[src/rtl/core_sequencer.sv]
// Multi-cycle instruction sequencer for an RV32I-style core.
// Walks FETCH/DECODE/EXEC/MEM/WB, raises traps and counts retired instructions.
module core_sequencer #(
    parameter int unsigned MEM_TIMEOUT = 255
) (
    input  logic        clk,
    input  logic        reset_n,
    input  logic [6:0]  opcode,
    input  logic        branch_taken,
    input  logic        imem_ready,
    input  logic        dmem_ready,
    output logic        imem_req,
    output logic        dmem_req,
    output logic        dmem_we,
    output logic        ir_wr,
    output logic        pc_wr,
    output logic        reg_wr_en,
    output logic        pc_sel,
    output logic [2:0]  state,
    output logic        halted,
    output logic [1:0]  trap_cause,
    output logic [31:0] retired
);

    typedef enum logic [2:0] {
        ST_FETCH  = 3'd0,
        ST_DECODE = 3'd1,
        ST_EXEC   = 3'd2,
        ST_MEM    = 3'd3,
        ST_WB     = 3'd4,
        ST_TRAP   = 3'd5
    } state_t;

    localparam logic [6:0] OP_LOAD   = 7'b0000011;
    localparam logic [6:0] OP_FENCE  = 7'b0001111;
    localparam logic [6:0] OP_IMM    = 7'b0010011;
    localparam logic [6:0] OP_AUIPC  = 7'b0010111;
    localparam logic [6:0] OP_STORE  = 7'b0100011;
    localparam logic [6:0] OP_REG    = 7'b0110011;
    localparam logic [6:0] OP_LUI    = 7'b0110111;
    localparam logic [6:0] OP_BRANCH = 7'b1100011;
    localparam logic [6:0] OP_JALR   = 7'b1100111;
    localparam logic [6:0] OP_JAL    = 7'b1101111;
    localparam logic [6:0] OP_SYSTEM = 7'b1110011;

    localparam logic [1:0] CAUSE_NONE    = 2'd0;
    localparam logic [1:0] CAUSE_ILLEGAL = 2'd1;
    localparam logic [1:0] CAUSE_SYSTEM  = 2'd2;
    localparam logic [1:0] CAUSE_TIMEOUT = 2'd3;

    localparam logic [7:0] TIMEOUT_LIMIT = MEM_TIMEOUT[7:0];

    // Opcodes the sequencer knows how to carry through EXEC.
    function automatic logic is_exec_opcode(input logic [6:0] op);
        logic legal;
        case (op)
            OP_LOAD, OP_FENCE, OP_IMM, OP_AUIPC, OP_STORE,
            OP_REG, OP_LUI, OP_BRANCH, OP_JALR, OP_JAL: legal = 1'b1;
            default:                                    legal = 1'b0;
        endcase
        return legal;
    endfunction

    state_t      state_r;
    logic [7:0]  wait_r;
    logic [1:0]  cause_r;
    logic [31:0] retired_r;

    assign state      = state_r;
    assign halted     = (state_r == ST_TRAP);
    assign trap_cause = cause_r;
    assign retired    = retired_r;

    // Strobes decoded from current state, opcode and the memory handshakes.
    always_comb begin
        imem_req  = 1'b0;
        dmem_req  = 1'b0;
        dmem_we   = 1'b0;
        ir_wr     = 1'b0;
        pc_wr     = 1'b0;
        reg_wr_en = 1'b0;
        pc_sel    = 1'b0;
        case (state_r)
            ST_FETCH: begin
                imem_req = 1'b1;
                ir_wr    = imem_ready;
            end
            ST_EXEC: begin
                if (opcode == OP_BRANCH) begin
                    pc_wr  = 1'b1;
                    pc_sel = branch_taken;
                end else if (opcode == OP_FENCE) begin
                    pc_wr  = 1'b1;
                    pc_sel = 1'b0;
                end else begin
                    pc_wr  = 1'b0;
                end
            end
            ST_MEM: begin
                dmem_req = 1'b1;
                dmem_we  = (opcode == OP_STORE);
                if (dmem_ready && (opcode == OP_STORE)) begin
                    pc_wr = 1'b1;
                end else begin
                    pc_wr = 1'b0;
                end
            end
            ST_WB: begin
                reg_wr_en = 1'b1;
                pc_wr     = 1'b1;
                pc_sel    = (opcode == OP_JAL) || (opcode == OP_JALR);
            end
            default: begin
                pc_wr = 1'b0;
            end
        endcase
    end

    // Sequencer state, memory wait counter, trap cause and retire counter.
    always_ff @(posedge clk) begin
        if (!reset_n) begin
            state_r   <= ST_FETCH;
            wait_r    <= 8'd0;
            cause_r   <= CAUSE_NONE;
            retired_r <= 32'd0;
        end else begin
            if (pc_wr) begin
                retired_r <= retired_r + 32'd1;
            end
            case (state_r)
                ST_FETCH: begin
                    if (imem_ready) begin
                        state_r <= ST_DECODE;
                        wait_r  <= 8'd0;
                    end else if (wait_r == TIMEOUT_LIMIT) begin
                        state_r <= ST_TRAP;
                        cause_r <= CAUSE_TIMEOUT;
                    end else begin
                        wait_r  <= wait_r + 8'd1;
                    end
                end
                ST_DECODE: begin
                    if (is_exec_opcode(opcode)) begin
                        state_r <= ST_EXEC;
                    end else if (opcode == OP_SYSTEM) begin
                        state_r <= ST_TRAP;
                        cause_r <= CAUSE_SYSTEM;
                    end else begin
                        state_r <= ST_TRAP;
                        cause_r <= CAUSE_ILLEGAL;
                    end
                end
                ST_EXEC: begin
                    case (opcode)
                        OP_LOAD, OP_STORE: begin
                            state_r <= ST_MEM;
                            wait_r  <= 8'd0;
                        end
                        OP_BRANCH, OP_FENCE: begin
                            state_r <= ST_FETCH;
                            wait_r  <= 8'd0;
                        end
                        default: begin
                            state_r <= ST_WB;
                        end
                    endcase
                end
                ST_MEM: begin
                    // Ready on the final allowed cycle still completes the access.
                    if (dmem_ready) begin
                        wait_r <= 8'd0;
                        if (opcode == OP_STORE) begin
                            state_r <= ST_FETCH;
                        end else begin
                            state_r <= ST_WB;
                        end
                    end else if (wait_r == TIMEOUT_LIMIT) begin
                        state_r <= ST_TRAP;
                        cause_r <= CAUSE_TIMEOUT;
                    end else begin
                        wait_r  <= wait_r + 8'd1;
                    end
                end
                ST_WB: begin
                    state_r <= ST_FETCH;
                    wait_r  <= 8'd0;
                end
                ST_TRAP: begin
                    state_r <= ST_TRAP;
                end
                default: begin
                    state_r <= ST_TRAP;
                    cause_r <= CAUSE_ILLEGAL;
                end
            endcase
        end
    end

endmodule

[config.mk]
export PLATFORM = sky130hd
export DESIGN_NAME = core_sequencer
export DESIGN_NICKNAME = d
export VERILOG_FILES = /design/src/rtl/core_sequencer.sv
export SDC_FILE = /design/constraint.sdc
export NUM_CORES = 1
export LEC_CHECK = 0
export CORE_ASPECT_RATIO = 0.75
export CORE_MARGIN = 2
export CORE_UTILIZATION = 30
export CTS_BUF_LIST = sky130_fd_sc_hd__clkbuf_4 sky130_fd_sc_hd__clkbuf_8
export DETAILED_ROUTE_END_ITERATION = 12
export HOLD_SLACK_MARGIN = 0.05
export PLACE_DENSITY = 0.58
export SYNTH_ARGS = -nofsm -noshare
export SYNTH_HDL_FRONTEND = slang
export SYNTH_SLANG_ARGS = --single-unit
[constraint.sdc]
create_clock -name clk -period 2.18 [get_ports clk]
set_input_delay 0.327 -clock clk [delete_from_list [all_inputs] [get_ports clk]]
set_output_delay 0.327 -clock clk [all_outputs]
set_load 0.01 [all_outputs]
# Yosys cells after proc, flatten, opt, wreduce, memory -nomap -nowiden
# Index checks and enable logic that the tools add are counted.
# classes
addsub,2
multipliers,0
n_div,0
magnitude_cmp,0
n_eq_ne,21
shift,0
n_mux,32
n_bitwise,1
reduce_logical,11
# op_table
operator,n
$add A32 B1 Y32 const B,1
$mux W8,4
$pmux W8 S4,1
$eq A7 B7 Y1 const B,4
$eq A7 B6 Y1 const B,3
$mux W3,5
$pmux W3 S5,1
$eq A7 B5 Y1 const B,2
$mux W1,12
$mux W2,5
$reduce_or A10 Y1,1
$add A8 B1 Y8 const B,1
$eq A8 B8 Y1 const B,1
$ne A2 B2 Y1 const B,4
$pmux W2 S4,1
$eq A7 B2 Y1 const B,1
$eq A7 B4 Y1 const B,1
$eq A3 B2 Y1 const B,2
$eq A3 B3 Y1 const B,2
$pmux W3 S2,1
$reduce_and A4 Y1,1
$reduce_bool A4 Y1,1
$reduce_or A2 Y1,2
$reduce_or A4 Y1,1
other kinds (9),9
# word_totals
regBits,45
latch_bits,0
ram_bits,0
rom_bits,0
in_bits,12
out_inout_bits,45
word_cells,71
memories,0

# Longest topological paths before layout
# Gate-level depths: netlist of run 1.
# logic_depth
ltp_word,7
depth_mapped,8
depth_no_buf,6

# Least setup slack after synthesis of run 1
# Ideal clock, no wire load.
# synth_path
kind,reg2reg
from,reg wait_r[0]
to,reg cause_r[1] (netlist: trap_cause[1])
setup_time_ns,0.072
t_arrival_ns,1.802
t_required_ns,2.108
setup_slack_ns,0.306
stages_incl_launch_ff,8
n_path_buf,1
synth_period_minus_slack_ns,1.874
cell_sequence,dfxtp_1 -> ha_1 -> nand4_1 -> or2_2 -> clkbuf_1 -> o311ai_0 -> o21a_1 -> mux2i_1
# synth_between
elab_chain_cells,4
elab_cells_between_ends,5
classes_between,1 x eq/ne; 4 x mux
# synth_lines
element,line,source
start: declaration,65,logic [7:0] wait_r;
start signal: assignment,139,wait_r <= wait_r + 8'd1;
start signal: assignment,181,wait_r <= wait_r + 8'd1;
$eq A8 B8 Y1 *,"135, 177",
$mux W2 *,-,
$mux W2 (on tied branches),-,
$pmux W2 S4 *,-,
end signal: assignment,137,cause_r <= CAUSE_TIMEOUT;
end signal: assignment,147,cause_r <= CAUSE_SYSTEM;
end signal: assignment,179,cause_r <= CAUSE_TIMEOUT;
end: declaration,66,logic [1:0] cause_r;
# Every way passes the cells marked *; elsewhere a longest branch is shown, timed or not. The select of a mux whose other input is x is not followed.
# A chain may end at the register's enable or synchronous reset.

# Worst setup path in the final report of run 1
# layout_path
from,in opcode[1]
to,reg retired_r[24] (netlist: retired[24])
# layout_between
elab_chain_cells,4
elab_cells_between_ends,8
classes_between,3 x eq/ne; 4 x mux; 1 x reduce/logical
# layout_lines
element,line,source
start: declaration,8,"input logic [6:0] opcode,"
$eq A7 B4 Y1 / $eq A7 B6 Y1 (equally long branches),"92, 102",
$mux W1 / $logic_and A1 B1 Y1 (equally long branches),"92, 102",
$mux W1 (on tied branches),"89, 102",
$pmux W1 S3 *,83,case (state_r)
end signal: assignment,128,retired_r <= retired_r + 32'd1;
end: declaration,67,logic [31:0] retired_r;
# Every way passes the cells marked *; elsewhere a longest branch is shown, timed or not.

==> qor.yml, run 1 <==
fmax_ghz: 0.471
p_per_area_mw_per_mm2: 467
gp_congestion: 0.793
rr_startpoint: "retired[4]$_SDFFE_PN0P_"
syn_avg_cell_area_um2: 8.56
seqPwrFrac_pct: 48.0
via_per_inst: 5.26
min_from: "trap_cause[0]$_SDFFE_PN0P_"
hpwl_um: 5770
grt_overflow: 0
fp.coreArea_mm2: 0.00856
drt_iter0_drc: 305
synth_flop_cell: "dfxtp_1"
area_delta_synth_final_pct: 41.0
min_period_ps: 2120
cp-start-kind: "input pin"
slew_violations: 0
layout.area.seq_um2: 905
rrSetupSlack_ps: 160
postCtsHoldBufs: 0
endpoint: "retired[24]$_SDFFE_PN0P_"
max_slew_margin_pct: 71.3
p_int_w: 0.00134
synth_edf_count: 0
io_pins: 57
synthesis.nets: 328
synth_cells: 314
layout_setup_ws_ps: 58.5
crit_path_end_kind: "flip-flop"
fillers: 852
comb_power_share_pct: 14.2
crit_arrival_ps: 2350
insertion_delay_ps: 290
power_switching_share_pct: 24.0
setup_viol: 0
routed-wl-met3_um: 332
failed_checks: "design-rule violations"
cts_inserted_buffers: 5
wl_met1_um: 4060
ys_ff_latch: 45
cap_violations: 0
grt_pass1_vias: 2536
fin_hold_ws_ps: 485
finalHoldViolations: 0
top_layer_used: "met4"
status: "finished with violations"
fin_cells: 516
cellLeakagePower_nw: 1.31
vias: 2714
hold_depth: 1
synth_warnings: 0
drive_gt1_share_pct: 21.1
reg2reg_to: "retired[24]$_SDFFE_PN0P_"
post-place-ws_ps: -357
switchingPower_w: 0.000424
met2_length_um: 3200
grt_max_degree: 33
worstSetupStartpoint: "opcode[1]"
die_height_um: 86.0
nNetsFinal: 421
multi_input_area_mm2: 0.00170
place_inst: 505
final_common_cell: "clkdlybuf4s50_1"
clock_sinks: 45
rows: 29
portBuffers: 56
initial_core_util_pct: 31.4
postRouteAntennaNets: 0
antenna_found_initial: 0
dieArea_mm2: 0.00974
ir_worst_vdd_mv: 0.254
most-common-layout-cells: "49 x clkdlybuf4s50_1, 42 x buf_4, 42 x dfxtp_1"
drcViolationCount: 5
netlist_area_mm2: 0.00269
dieWidth_um: 113
worstPathRequired_ps: 2410
worst_pin_slew_ps: 429
ys_seq_area_share_pct: 33.5
clk_path_buf_depth: 2
crit_type: "in2reg"
wl_per_cell_um: 14.8
synth_cell_types: 66
fin_crit_sh_pct: 97.3
worstPathMaxFanout: 6
grt_usage_pct: 16.0
htree_levels: 2
reg2reg_depth: 5
grt_first_pass_wirelength_um: 12700
firstDrtPassIters: 9
async_flop_share_pct: 0
wl_um: 7630
clockRootBuffer: "clkbuf_8"
p_clk_share_pct: 37.8
diodes: 0
cts_tree: "built"
tns_ps: 0
hp-class: "reg2reg"
cts.reportedPaths.clkPinSlew_ps: 80
skew_ps: 3.62
-- repair_timing --
action | CTS | global route
gates cloned | 0 | 0
resized for setup | 14 | 7
endpoints found under the hold margin | 0 | 0
buffers inserted | 1 | 2
pin swaps | 2 | 2
setup endpoints to repair | 6 | 8
-- cell usage after synthesis (2+ instances only) --
master	instances	area, µm²
and4_1	6	52.6
or2_2	2	12.5
o31ai_1	2	15.0
or4_1	2	15.0
dfxtp_1	45	901
buf_2	2	10.0
nand2b_1	7	43.8
and2_1	2	12.5
a211oi_1	6	45.0
a21boi_0	2	15.0
a21o_1	3	22.5
and3_1	5	31.3
a2111oi_2	8	120
o21ai_0	16	80.1
or3_1	11	68.8
a211oi_2	2	25.0
o21a_1	2	15.0
inv_1	8	30.0
nor2_1	31	116
o211ai_1	2	15.0
nand2_1	29	109
nor3b_1	2	15.0
mux2i_1	3	30.0
ha_1	2	25.0
buf_6	3	33.8
nand4_1	9	56.3
a31oi_1	5	31.3
xnor2_1	20	175
nand3_1	17	85.1
clkbuf_1	7	26.3
a21oi_1	18	90.1
-- layout make-up --
cell class / instances / share of cell area [%]
Multi-Input combinational cell: 246 / 44.9
Sequential cell: 45 / 23.9
Timing Repair Buffer: 100 / 23.6
Tap cell: 108 / 3.57
Clock buffer: 7 / 2.38
Inverter: 9 / 0.892
Clock inverter: 1 / 0.793
-- kinds of logic (layout without fill, tap and decap cells) --
kind of cell | Yosys count | after routing | share of synthesized area, %
compound gates | 81 | 81 | 23.6
xor+xnor | 20 | 20 | 6.52
buf+inv | 23 | 117 | 4.61
fa+ha+maj | 2 | 2 | 0.931
simple gates | 140 | 140 | 29.7
mux | 3 | 3 | 1.12
flops | 45 | 45 | 33.5
-- per-layer routing --
layer / GRT usage (%) / up-vias
met3: 3.25 / 2
met1: 24.6 / 1293
met2: 22.8 / 61
li1: - / 1358
met4: 3.66 / 0
met5: 0 / -
-- through the flow --
stage	util (%)	cell area (µm²)	total power (W)
after floorplan	-	2690	0.000986
after global placement	42.0	3600	0.00111
after detailed placement	42.0	3600	0.00111
after CTS	43.7	3750	0.00178
after global routing	44.2	3790	0.00185
final	44.2	3790	0.00177
-- state kept, by name (all words and copies together), names as in the netlist --
name,cells
state,3
retired,32
wait_r,8
trap_cause,2
-- critical path: stages --
cell and delay (ps):
clkdlybuf4s50_1 480, and3b_2 210, buf_6 120, a31oi_4 90
buf_6 140, a2111o_1 470, or3_1 360, a21oi_1 130
-- power groups by stage --
stage,clock (W),combinational (W),sequential (W)
floorplan,0,0.000120,0.000866
global placement,0,0.000242,0.000866
detailed placement,0,0.000244,0.000867
CTS,0.000685,0.000247,0.000848
global route,0.000721,0.000275,0.000852
finish,0.000669,0.000251,0.000849
-- how the worst min path moves through the flow --
stage                                       endpoint  slack (ps)
after floorplan               wait_r[5]$_SDFFE_PN0P_         450
after global placement    trap_cause[0]$_SDFFE_PN0P_         460
after detailed placement  trap_cause[0]$_SDFFE_PN0P_         470
after CTS                 trap_cause[0]$_SDFFE_PN0P_         490
after global routing      trap_cause[0]$_SDFFE_PN0P_         510
final                     trap_cause[0]$_SDFFE_PN0P_         480
(Power assumes the default switching activity.)
==> inputs of run 2 (changes only) <==
CORE_ASPECT_RATIO = default   (was 0.75)
MAX_ROUTING_LAYER = met4   (was default)
==> run 2 against run 1 <==
Compared with the run above:
- via count down 2.2%
- cell count down 0.19%
- flip-flop and latch count unchanged
- register-to-register slack worse by 20 ps
- global-route usage down 0.67 points
- total power down 3.6%
- clock power down 8.1%
- critical path depth down 4
- design area down 1.2%
- the flow now finishes without violations
- sequential share of layout area up 0.20 points
==> qor.yml, run 2 (synthesis results as in run 1) <==
clockRootBuffer: "clkbuf_8"
grt_pass1_vias: 2556  # +0.79%
grt_first_pass_wirelength_um: 12100  # -4.9%
postRouteAntennaNets: 0  # unchanged
rows: 34  # +17%
die_height_um: 98.6  # +15%
diodes: 0  # unchanged
grt_usage_pct: 15.4  # -0.67 points
min_period_ps: 2090  # -34.6 ps
status: "finished clean"
fmax_ghz: 0.479  # +1.7%
clk_path_buf_depth: 2  # unchanged
dieArea_mm2: 0.00973  # about the same
cts.reportedPaths.clkPinSlew_ps: 70  # about the same
cap_violations: 0  # unchanged
place_area_mm2: 0.00359  # -0.21%
met2_length_um: 3260  # +1.9%
largest_reg_flops: 32  # unchanged
wl_per_cell_um: 14.1  # -4.8%
initial_core_util_pct: 30.8  # -0.57 points
crit_path_end_kind: "output port"
antenna_found_initial: 0  # unchanged
cts_inserted_buffers: 5  # unchanged
finalHoldViolations: 0  # unchanged
via_per_inst: 5.16  # -2.0%
area_delta_synth_final_pct: 39.3
vias: 2655  # -2.2%
wl_um: 7250  # -5.0%
portBuffers: 56  # unchanged
hpwl_um: 5470  # -5.2%
cp-start-kind: "flip-flop"
worst_pin_slew_ps: 497  # +68.5 ps
drive_gt1_share_pct: 19.9  # -1.2 points
worstPathRequired_ps: 1850  # -560 ps
io_pins: 57  # unchanged
rsz0062_at_grt: "false"
drcViolationCount: 0  # -5
grt_overflow: 0  # unchanged
dieWidth_um: 98.6  # -13%
fp.coreArea_mm2: 0.00872  # +1.8%
top_layer_used: "met4"
cellLeakagePower_nw: 1.28  # -1.7%
setup_viol: 0  # unchanged
htree_levels: 2  # unchanged
cts_tree: "built"
wl_met1_um: 3640  # -10%
skew_ps: 10.2  # +6.58 ps
gp_congestion: 0.855  # +7.8%
insertion_delay_ps: 300  # about the same
drt_iter0_drc: 115  # -62%
crit_type: "reg2out"
fin_crit_sh_pct: 95.7  # -1.6 points
p_per_area_mw_per_mm2: 456  # -2.4%
clock_sinks: 45  # unchanged
fin_area_mm2: 0.00374  # -1.2%
fillers: 899  # +5.5%
worstPathMaxFanout: 9  # +3
crit_arrival_ps: 1760  # -590 ps
max_slew_margin_pct: 66.8  # -4.5 points
p_total_w: 0.00170  # -3.6%
most-common-layout-cells: "49 x clkdlybuf4s50_1, 45 x dfxtp_1, 44 x buf_4"
firstDrtPassIters: 4  # -5
grt_max_degree: 30  # -9.1%
slew_violations: 0  # unchanged
nNetsFinal: 421  # unchanged
routed-wl-met3_um: 264  # -20%
hp-class: "reg2reg"
ir_worst_vdd_mv: 0.217  # -15%
final_common_cell: "clkdlybuf4s50_1"
[run 2: cell type report]
type / instances / area (µm²) / area share (%)
multi-input cells: 246 / 1690 / 45.1
inverters: 9 / 33.8 / 0.903
repair buffers: 100 / 882 / 23.6
flip-flops and latches: 45 / 901 / 24.1
clock inverters: 2 / 35.0 / 0.936
well taps: 108 / 135 / 3.61
clock buffers: 5 / 68.8 / 1.84
[run 2: critical path: stages, from the launching register on]
cell and delay, ps:
dfxtp_1 450, buf_4 220, nand2b_1 140, nor2_1 120, clkdlybuf4s50_1 540
[run 2: stage by stage]
| step | instances | hold WS, ps | setup TNS (ps) | worst slack [ps] | util, % |
|---|---|---|---|---|---|
| finish | 515 | 471 | 0 | 93.1 | 42.9 |
| global route | 515 | 502 | 0 | 2.77 | 42.9 |
| CTS | 513 | 480 | 0 | 48.3 | 42.6 |
| detailed placement | 504 | 461 | -6270 | -359 | 41.2 |
| global placement | 504 | 453 | -5260 | -314 | 41.2 |
| floorplan | 314 | 453 | 0 | 306 | - |
[run 2: layer usage]
| layer | vias to the layer above | global-route usage, % |
|---|---|---|
| li1 | 1352 | - |
| met1 | 1244 | 20.8 |
| met2 | 52 | 23.7 |
| met3 | 7 | 3.05 |
| met4 | 0 | 3.90 |
| met5 | - | - |
[run 2: what timing repair did]
item                                    in CTS  in global routing
cloned                                       0                  0
pin swaps                                    4                  0
setup buffers                                2                  2
endpoints found under the setup margin       6                  4
gates resized for setup                     10                  3
hold buffers                                 0                  0
[run 2: where the power goes]
group	leakage (nW)	switching [W]	internal [W]	total [W]
combinational	0.867	0.000125	0.000119	0.000244
clock	0.0540	0.000281	0.000333	0.000615
sequential	0.363	0.0000129	0.000833	0.000846
[run 2: path summary, 6_finish.rpt]
check	start	endpoint	slack, ps	depth (start not counted)
worst max-delay path	state[0]$_SDFF_PN0_	halted	90	4
worst max register to register	state[1]$_SDFF_PN0_	retired[22]$_SDFFE_PN0P_	140	6
worst min-delay path	trap_cause[0]$_SDFFE_PN0P_	trap_cause[0]$_SDFFE_PN0P_	470	1
worst min register to register	trap_cause[0]$_SDFFE_PN0P_	trap_cause[0]$_SDFFE_PN0P_	470	1
==> inputs of run 3 (changes only) <==
clock period = 2.3 ns   (was 2.18 ns; I/O delays follow)
==> run 3 against run 2 <==
Compared with the run above:
- design area shrank 2.4%
- combinational power shrank 8%
- global-route usage is essentially flat
- sequential power shrank 5.0%
- critical path depth grew 2
- die area is the same
- count of clock-buffer cells in the layout grew 1
==> qor.yml, run 3 (synthesis results as in run 1) <==
cp-start-kind: "input pin"
rows: 34  # unchanged
slew_violations: 0  # unchanged
initial_core_util_pct: 30.8  # unchanged
via_per_inst: 5.29  # +2.6%
p_per_area_mw_per_mm2: 422  # -7.4%
dieWidth_um: 98.6  # unchanged
wl_um: 7160  # -1.2%
status: "finished clean"
postRouteAntennaNets: 0  # unchanged
grt_max_degree: 23  # -23%
cts_tree: "built"
drcViolationCount: 0  # unchanged
nNetsFinal: 412  # -2.1%
fin_crit_sh_pct: 93.2
worst_pin_slew_ps: 519  # +22.1 ps
fmax_ghz: 0.467
gp_congestion: 0.829  # -3.0%
crit_buf_inv: 3  # +1
rsz0062_at_grt: "false"
final_common_cell: "clkdlybuf4s50_1"
antenna_found_initial: 0  # unchanged
hpwl_um: 5350  # -2.3%
grt_usage_pct: 15.4  # about the same
diodes: 0  # unchanged
largest_reg_flops: 32  # unchanged
cts_inserted_buffers: 5  # unchanged
grt_overflow: 0  # unchanged
clockRootBuffer: "clkbuf_8"
most-common-layout-cells: "49 x clkdlybuf4s50_1, 45 x dfxtp_1, 35 x buf_4"
htree_levels: 2  # unchanged
grt_pass1_vias: 2554  # -0.078%
hp-class: "reg2reg"
finalHoldViolations: 0  # unchanged
io_pins: 57  # unchanged
grt_first_pass_wirelength_um: 12100  # +0.12%
crit_path_end_kind: "output port"
setup_viol: 0  # unchanged
portBuffers: 56  # unchanged
cap_violations: 0  # unchanged
slowest_stage: "clkdlybuf4s50_1"
cp_slowest_stage_delay_ps: 450  # -90 ps
fillers: 879  # -2.2%
fp.coreArea_mm2: 0.00872  # unchanged
worstPathMaxFanout: 5  # -4
drive_gt1_share_pct: 17.5  # -2.4 points
cellLeakagePower_nw: 1.24  # -3.8%
skew_ps: 14.6  # +4.45 ps
clock_sinks: 45  # unchanged
worstPathCellList: "clkdlybuf4s50_1, and4b_2, a31oi_4, and2_4, inv_2, dlygate4sd2_1"
crit_type: "in2out"
drt_iter0_drc: 86  # -25%
wl_per_cell_um: 14.1  # +0.39%
vias: 2683  # +1.1%
ir_worst_vdd_mv: 0.177  # -18%
clk_path_buf_depth: 2  # unchanged
area_delta_synth_final_pct: 36.0
p_total_w: 0.00154  # -9.6%
min_period_ps: 2140
insertion_delay_ps: 310  # about the same
utilization_pct: 41.9  # -1.0 points
max_slew_margin_pct: 65.4  # -1.5 points
firstDrtPassIters: 4  # unchanged
worstPathRequired_ps: 1960  # +110 ps
cts.reportedPaths.clkPinSlew_ps: 80  # about the same
die_height_um: 98.6  # unchanged
crit_arrival_ps: 1800  # +40 ps
cpLargestDelayFamily: "buffers and inverters"
dieArea_mm2: 0.00973  # unchanged
[run 3: through the flow]
| step | setup TNS (ps) | std cells | setup slack (ps) | hold slack, ps | cell area, µm² |
|---|---|---|---|---|---|
| after floorplan | 0 | 314 | 426 | 453 | 2690 |
| after global placement | -2660 | 498 | -224 | 455 | 3550 |
| after detailed placement | -3400 | 498 | -252 | 461 | 3550 |
| after CTS | 0 | 506 | 33.8 | 485 | 3640 |
| after global routing | 0 | 507 | 42.7 | 503 | 3650 |
| final | 0 | 507 | 157 | 476 | 3650 |
[run 3: final cells by class]
class | count | area, µm² | share of cell area [%]
multi-input cells | 246 | 1670 | 45.8
flip-flops and latches | 45 | 901 | 24.7
repair buffers | 91 | 818 | 22.4
well taps | 108 | 135 | 3.70
clock buffers | 6 | 76.3 | 2.09
inverters | 9 | 33.8 | 0.925
clock inverters | 2 | 15.0 | 0.411
[run 3: final timing paths]
kind	slack, ps	end	from	cells past startpoint
hold / removal	480	trap_cause[0]$_SDFFE_PN0P_	trap_cause[0]$_SDFFE_PN0P_	1
setup reg to reg	260	retired[26]$_SDFFE_PN0P_	state[1]$_SDFF_PN0_	6
setup / recovery	160	pc_wr	dmem_ready	6
hold reg to reg	480	trap_cause[0]$_SDFFE_PN0P_	trap_cause[0]$_SDFFE_PN0P_	1
[run 3: layer usage]
metal / routed length [µm] / global-route usage, % / vias to the layer above
li1: - / - / 1341
met1: 3540 / 20.1 / 1273
met2: 3270 / 24.1 / 60
met3: 240 / 2.77 / 9
met4: 105 / 4.95 / 0
met5: 0 / - / -
[run 3: what timing repair did]
| action | in CTS | in global routing |
|---|---|---|
| pin swaps | 2 | 0 |
| setup buffers | 0 | 1 |
| gates cloned | 0 | 0 |
| resized for setup | 9 | 1 |
| endpoints found under the setup margin | 3 | 1 |
| hold buffers | 0 | 0 |
[run 3: worst reg2reg max path, delay by kind of cell (launching register included)]
family / cells / cell delay (ps)
buf+inv: 1 / 180
simple gates: 2 / 630
flops: 1 / 430
compound gates: 3 / 750
[run 3: power breakdown]
part	switching, W	total (W)	internal (W)
registers	0.0000140	0.000804	0.000790
clock network	0.000286	0.000512	0.000226
logic	0.000115	0.000225	0.000110
==> patch 1 (config.mk and constraints of run 2) <==
Make the reset (`reset_n`) asynchronous in one clocked block.
--- a/src/rtl/core_sequencer.sv
+++ b/src/rtl/core_sequencer.sv
@@ -117,7 +117,7 @@
     end
 
     // Sequencer state, memory wait counter, trap cause and retire counter.
-    always_ff @(posedge clk) begin
+    always_ff @(posedge clk or negedge reset_n) begin
         if (!reset_n) begin
             state_r   <= ST_FETCH;
             wait_r    <= 8'd0;
Check against the original RTL: differs if reset_n is asserted again (counterexample within 4 cycles, from zero or initial values and one cycle with reset_n low); with reset_n held inactive, the same outputs for 10 cycles.
==> patch 1 against run 2 <==
  * Total power up 22%
  * Area after synthesis shrank 8.2%
  * Routed wire length down 19%
  * First-iteration DRC count is 39% lower
  * Critical endpoint is now pc_wr
  * Cell area fell by 5.7%
  * Combinational power up 80%
  * Die area is 7.8% lower
  * Worst setup slack got worse by 0.040 ns
  * Highest routed layer unchanged
  * Count of clock-buffer cells in the layout stayed put
  * Sequential cell count is the same
  * Register-to-register slack better by 0.07 ns
  * Synthesized cell count down 21%
==> patch 1: results (changes against run 2) <==
* Final #Nets at 357 (-15%)
* Largest vdd supply drop at 314 uV (+45%)
* Cell with the largest stage delay on the worst path: sky130_fd_sc_hd__dfrtp_2
* Outcome: finished, final reports clean
* Share of cells above drive strength 1 at 20.3% (+0.45 points)
* Total length of routed met2 wires at 2730 um (-16%)
* Count of non-CTS buffers in the layout at 96 (-4.0%)
* Routability congestion estimate from global placement at 0.843 (-1.4%)
* Number of multi-input combinational cells at 190 (-23%)
* Sequential fraction of the synthesis area at 45.6% (+12 points)
* Post-detailed-placement half-perimeter wirelength at 4270 um (-22%)
* Worst-path clk slew at 0.10 ns (+0.03 ns)
* Top cell family by delay on the critical path: flip-flops
* # fillers at 817 (-9.1%)
* Capture instance of the worst register-to-register path: retired[14]$_DFFE_PN0P_
* Mean cell area of the mapped netlist at 9.91 um2 (+16%)
* Critical path endpoint: pc_wr
* GR met2 Demand/Resource at 23.7% (+0.047 points)
* Worst setup timing slack at the placement stage at -0.207 ns (+0.153 ns)
* Leak Pwr at 1.48 nW (+15%)
* Origin of the worst setup path: state[0]$_DFF_PN0_
* Count of flip-flops and latches at 45 (unchanged)
* Placed inst area at 3370 um2 (-6.1%)
* Met1 track demand over resource at 18.8% (-2.0 points)
* Highest clock rate at 470 MHz (-1.9%)
* Xor and xnor area share after synthesis at 11.7% (+5.2 points)
* Final Skew at 0.00767 ns (-0.00253 ns)
* Data arrival time of the critical path at 1.80 ns (+0.04 ns)
* Slew headroom at 61.5% (-5.3 points)
* Number of distinct library cell variants in the gate-level netlist after synthesis at 53 (-20%)
* Fraction of area in registers at 32.0% (+7.9 points)
* Compound-gate portion of the synthesized area at 11.4% (-12 points)
* Startpoint of the worst-slack reg-to-reg timing path: state[0]$_DFF_PN0_
* Cells after synthesis at 249 (-21%)
* GRT Overall Usage at 14.6% (-0.75 points)
* Maximum number of pins on one net before global-route repair at 46 (+53%)
* Avg Vias per Cell at 4.87 (-5.5%)
* Drt total wl at 5840 um (-19%)
* Multiplexer fraction of the synthesized cell area at 0.862% (-0.26 points)
* Synthesized net count at 263 (-20%)
* CP Max Fanout at 4 (-5)
* Layout clock area frac at 3.30% (+0.52 points)
* Met3 layer usage reported by global route at 3.43% (+0.38 points)
* Count of placed standard cells including taps at 438 (-13%)
* Asr flop ratio synth at 100% (+100 points)
## patch 1: cell count changes after synthesis, moves of 6 or more
cell                               run 2  this run
sky130_fd_sc_hd__o21ai_0              16         9
sky130_fd_sc_hd__nor2_1               31        16
sky130_fd_sc_hd__clkbuf_1              7         1
sky130_fd_sc_hd__xnor2_1              20        27
sky130_fd_sc_hd__a2111oi_2             8         0
sky130_fd_sc_hd__dfxtp_1              45         0
sky130_fd_sc_hd__a21oi_1              18        12
sky130_fd_sc_hd__xor2_1                0         6
sky130_fd_sc_hd__a211oi_1              6         0
sky130_fd_sc_hd__or3_1                11         3
sky130_fd_sc_hd__dfrtp_1               0        45
## patch 1: report_power, final
part	total (mW)	internal [mW]	leakage (nW)	switching, mW
Combinational	0.439	0.245	0.830	0.194
Clock	0.670	0.350	0.0591	0.320
Sequential	0.974	0.903	0.593	0.0701
Total	2.08	1.50	1.48	0.584
==> patch 2 (settings of run 2) <==
Made on the original files. The parameter `MEM_TIMEOUT` goes from 255 to 127.
--- a/src/rtl/core_sequencer.sv
+++ b/src/rtl/core_sequencer.sv
@@ -1,7 +1,7 @@
 // Multi-cycle instruction sequencer for an RV32I-style core.
 // Walks FETCH/DECODE/EXEC/MEM/WB, raises traps and counts retired instructions.
 module core_sequencer #(
-    parameter int unsigned MEM_TIMEOUT = 255
+    parameter int unsigned MEM_TIMEOUT = 127
 ) (
     input  logic        clk,
     input  logic        reset_n,
Function: same outputs for any inputs over 10 cycles, from zero or initial values and one cycle with reset_n low; that may be too few to reach the edited logic, so the function may still have changed.
==> patch 2 against run 2 <==
  * Synthesized cell count rose by 6.7%
  * Cell area rose by 1.1%
  * Area after synthesis fell by 2.0%
  * Total power rose by 2.8%
  * Routed wire length rose by 1.9%
  * Global-route usage rose by 0.70 points
  * Worst setup slack improved by 0.021 ns
  * Sequential cell count did not move
  * Critical path type unchanged
  * Largest cell class unchanged
  * Largest power group unchanged
  * Highest routed layer unchanged
==> patch 2: results (changes against run 2) <==
* Number of flip-flops under the largest register name at 32 (unchanged)
* Final #Nets at 440 (+4.5%)
* Warnings, synthesis at 0 (unchanged)
* Top cell family by delay on the critical path: buffers and inverters
* DRT iter0 DRCs at 117 (+1.7%)
* Number of antenna violations at the first check in global routing at 0 (unchanged)
* Largest vdd supply drop at 215 uV (-0.66%)
* Fraction of post-synthesis cell area in the top cell type by area at 34.2% (+0.67 points)
* Per-cell routed wire length at 13.8 um (-1.9%)
* Total sequential power at 0.842 mW (-0.5%)
* Leak Pwr at 1.29 nW (+0.45%)
* Placed inst area at 3610 um2 (+0.49%)
* Cell with the largest stage delay on the worst path: sky130_fd_sc_hd__clkdlybuf4s50_1
* Clock network power share at 37.4% (+1.4 points)
* Synthesized net count at 349 (+6.4%)
* GRT Overall Usage at 16.1% (+0.70 points)
* Final Setup Violations at 0 (unchanged)
* Slew headroom at 64.7% (-2.1 points)
* Number of antenna diodes at 0 (unchanged)
* Routability congestion estimate from global placement at 0.854 (about the same)
* Path category of the worst min-delay check: reg2reg
* Outcome: finished, final reports clean
* Global-route wire length before repair at 12,800 um (+5.5%)
* Design internal power at 1.32 mW (+2.4%)
* Worst-Skew Late Latency at 0.30 ns (about the same)
* Root Buffer Master: sky130_fd_sc_hd__clkbuf_8
* Data arrival time of the critical path at 1.74 ns (-0.02 ns)
* Quantity of hold-fixing buffers added after cts at 0 (unchanged)
* Share of cells above drive strength 1 at 15.9% (-4.0 points)
* Quantity of I/O buffers inserted on ports at 56 (unchanged)
* Detailed Routing Iterations Pass 1 at 4 (unchanged)
* Worst-path clk slew at 0.09 ns (+0.02 ns)
* Delay of the slowest cell on the worst path at 0.53 ns
* Max-Cap Viols at 0 (unchanged)
* Power Total at 1.75 mW (+2.8%)
* Via count of the first global-routing pass at 2,837 (+11%)
* Avg Vias per Cell at 5.37 (+4.1%)
* Buffer depth of the longest clock path at 2 (unchanged)
* Number of distinct library cell variants in the gate-level netlist after synthesis at 55 (-17%)
* Worst setup timing slack at the placement stage at -0.326 ns (+0.0333 ns)
* CP Max Fanout at 13 (+4)
* Post-detailed-placement half-perimeter wirelength at 5340 um (-2.3%)
* Asr flop ratio synth at 0% (unchanged)
* Final Skew at 0.00873 ns (-0.00146 ns)
* TritonCTS buffer count at 5 (unchanged)
* Top cell types by occurrence after synthesis: 45 x sky130_fd_sc_hd__dfxtp_1, 37 x sky130_fd_sc_hd__a21oi_1, 21 x sky130_fd_sc_hd__nor2_1
* Flip-flop cell with the highest count after synthesis: sky130_fd_sc_hd__dfxtp_1
* Sequential fraction of the synthesis area at 34.2% (+0.67 points)
* Maximum number of pins on one net before global-route repair at 18 (-40%)
* Cells taking the most area after synthesis: sky130_fd_sc_hd__dfxtp_1 34%, sky130_fd_sc_hd__a21oi_1 7.0%, sky130_fd_sc_hd__or3_1 4.0%
* H-tree depth at 2 (unchanged)
==> patch 2: cell families (layout without fill, tap and decap cells) <==
group                      after synthesis  after routing  synth area share, %
xor gates and xnor gates                 3              3                0.998
adders and majority gates                2              2                0.950
buffers and inverters                   27            119                 4.09
muxes                                    3              3                 1.14
DFF                                     45             45                 34.2
and+or+nand+nor                        142            142                 31.4
AOI/OAI and AO/OA                      113            113                 27.2
==> patch 2: routing by layer <==
layer  GRT usage [%]  vias to the layer above  wire length [um]
met5               -                        -                 0
met4            5.24                        0               114
met3            2.09                        9               159
met2            26.0                       47              3500
met1            20.8                     1355              3620
li1                -                     1460                 -
==> patch 2: worst paths after layout <==
kind | start | cells after the start | to | slack (ns)
worst min-delay path | retired[7]$_SDFFE_PN0P_ | 2 | retired[7]$_SDFFE_PN0P_ | 0.50
worst max-delay path | state[0]$_SDFF_PN0_ | 4 | halted | 0.11
worst max register to register | state[2]$_SDFF_PN0_ | 7 | retired[17]$_SDFFE_PN0P_ | 0.14
worst min register to register | retired[7]$_SDFFE_PN0P_ | 2 | retired[7]$_SDFFE_PN0P_ | 0.50
==> patch 2: repair_timing <==
action,4_1_cts,5_1_grt
pin swaps,0,1
buffers inserted,0,0
setup endpoints to repair,4,6
gates resized for setup,13,8
==> patch 2: per-stage QoR <==
step	utilization [%]	std cells
floorplan	-	335
global placement	41.8	527
detailed placement	41.8	527
CTS	43.5	535
global route	43.8	535
finish	43.8	535
==> patch 2: final cells by class <==
type / count / area (um2)
Fill cell: 868 / 4850
Multi-Input combinational cell: 263 / 1690
Timing Repair Buffer: 101 / 902
Sequential cell: 45 / 901
Tap cell: 108 / 135
Clock buffer: 6 / 76.3
Clock inverter: 2 / 38.8
Inverter: 10 / 37.5
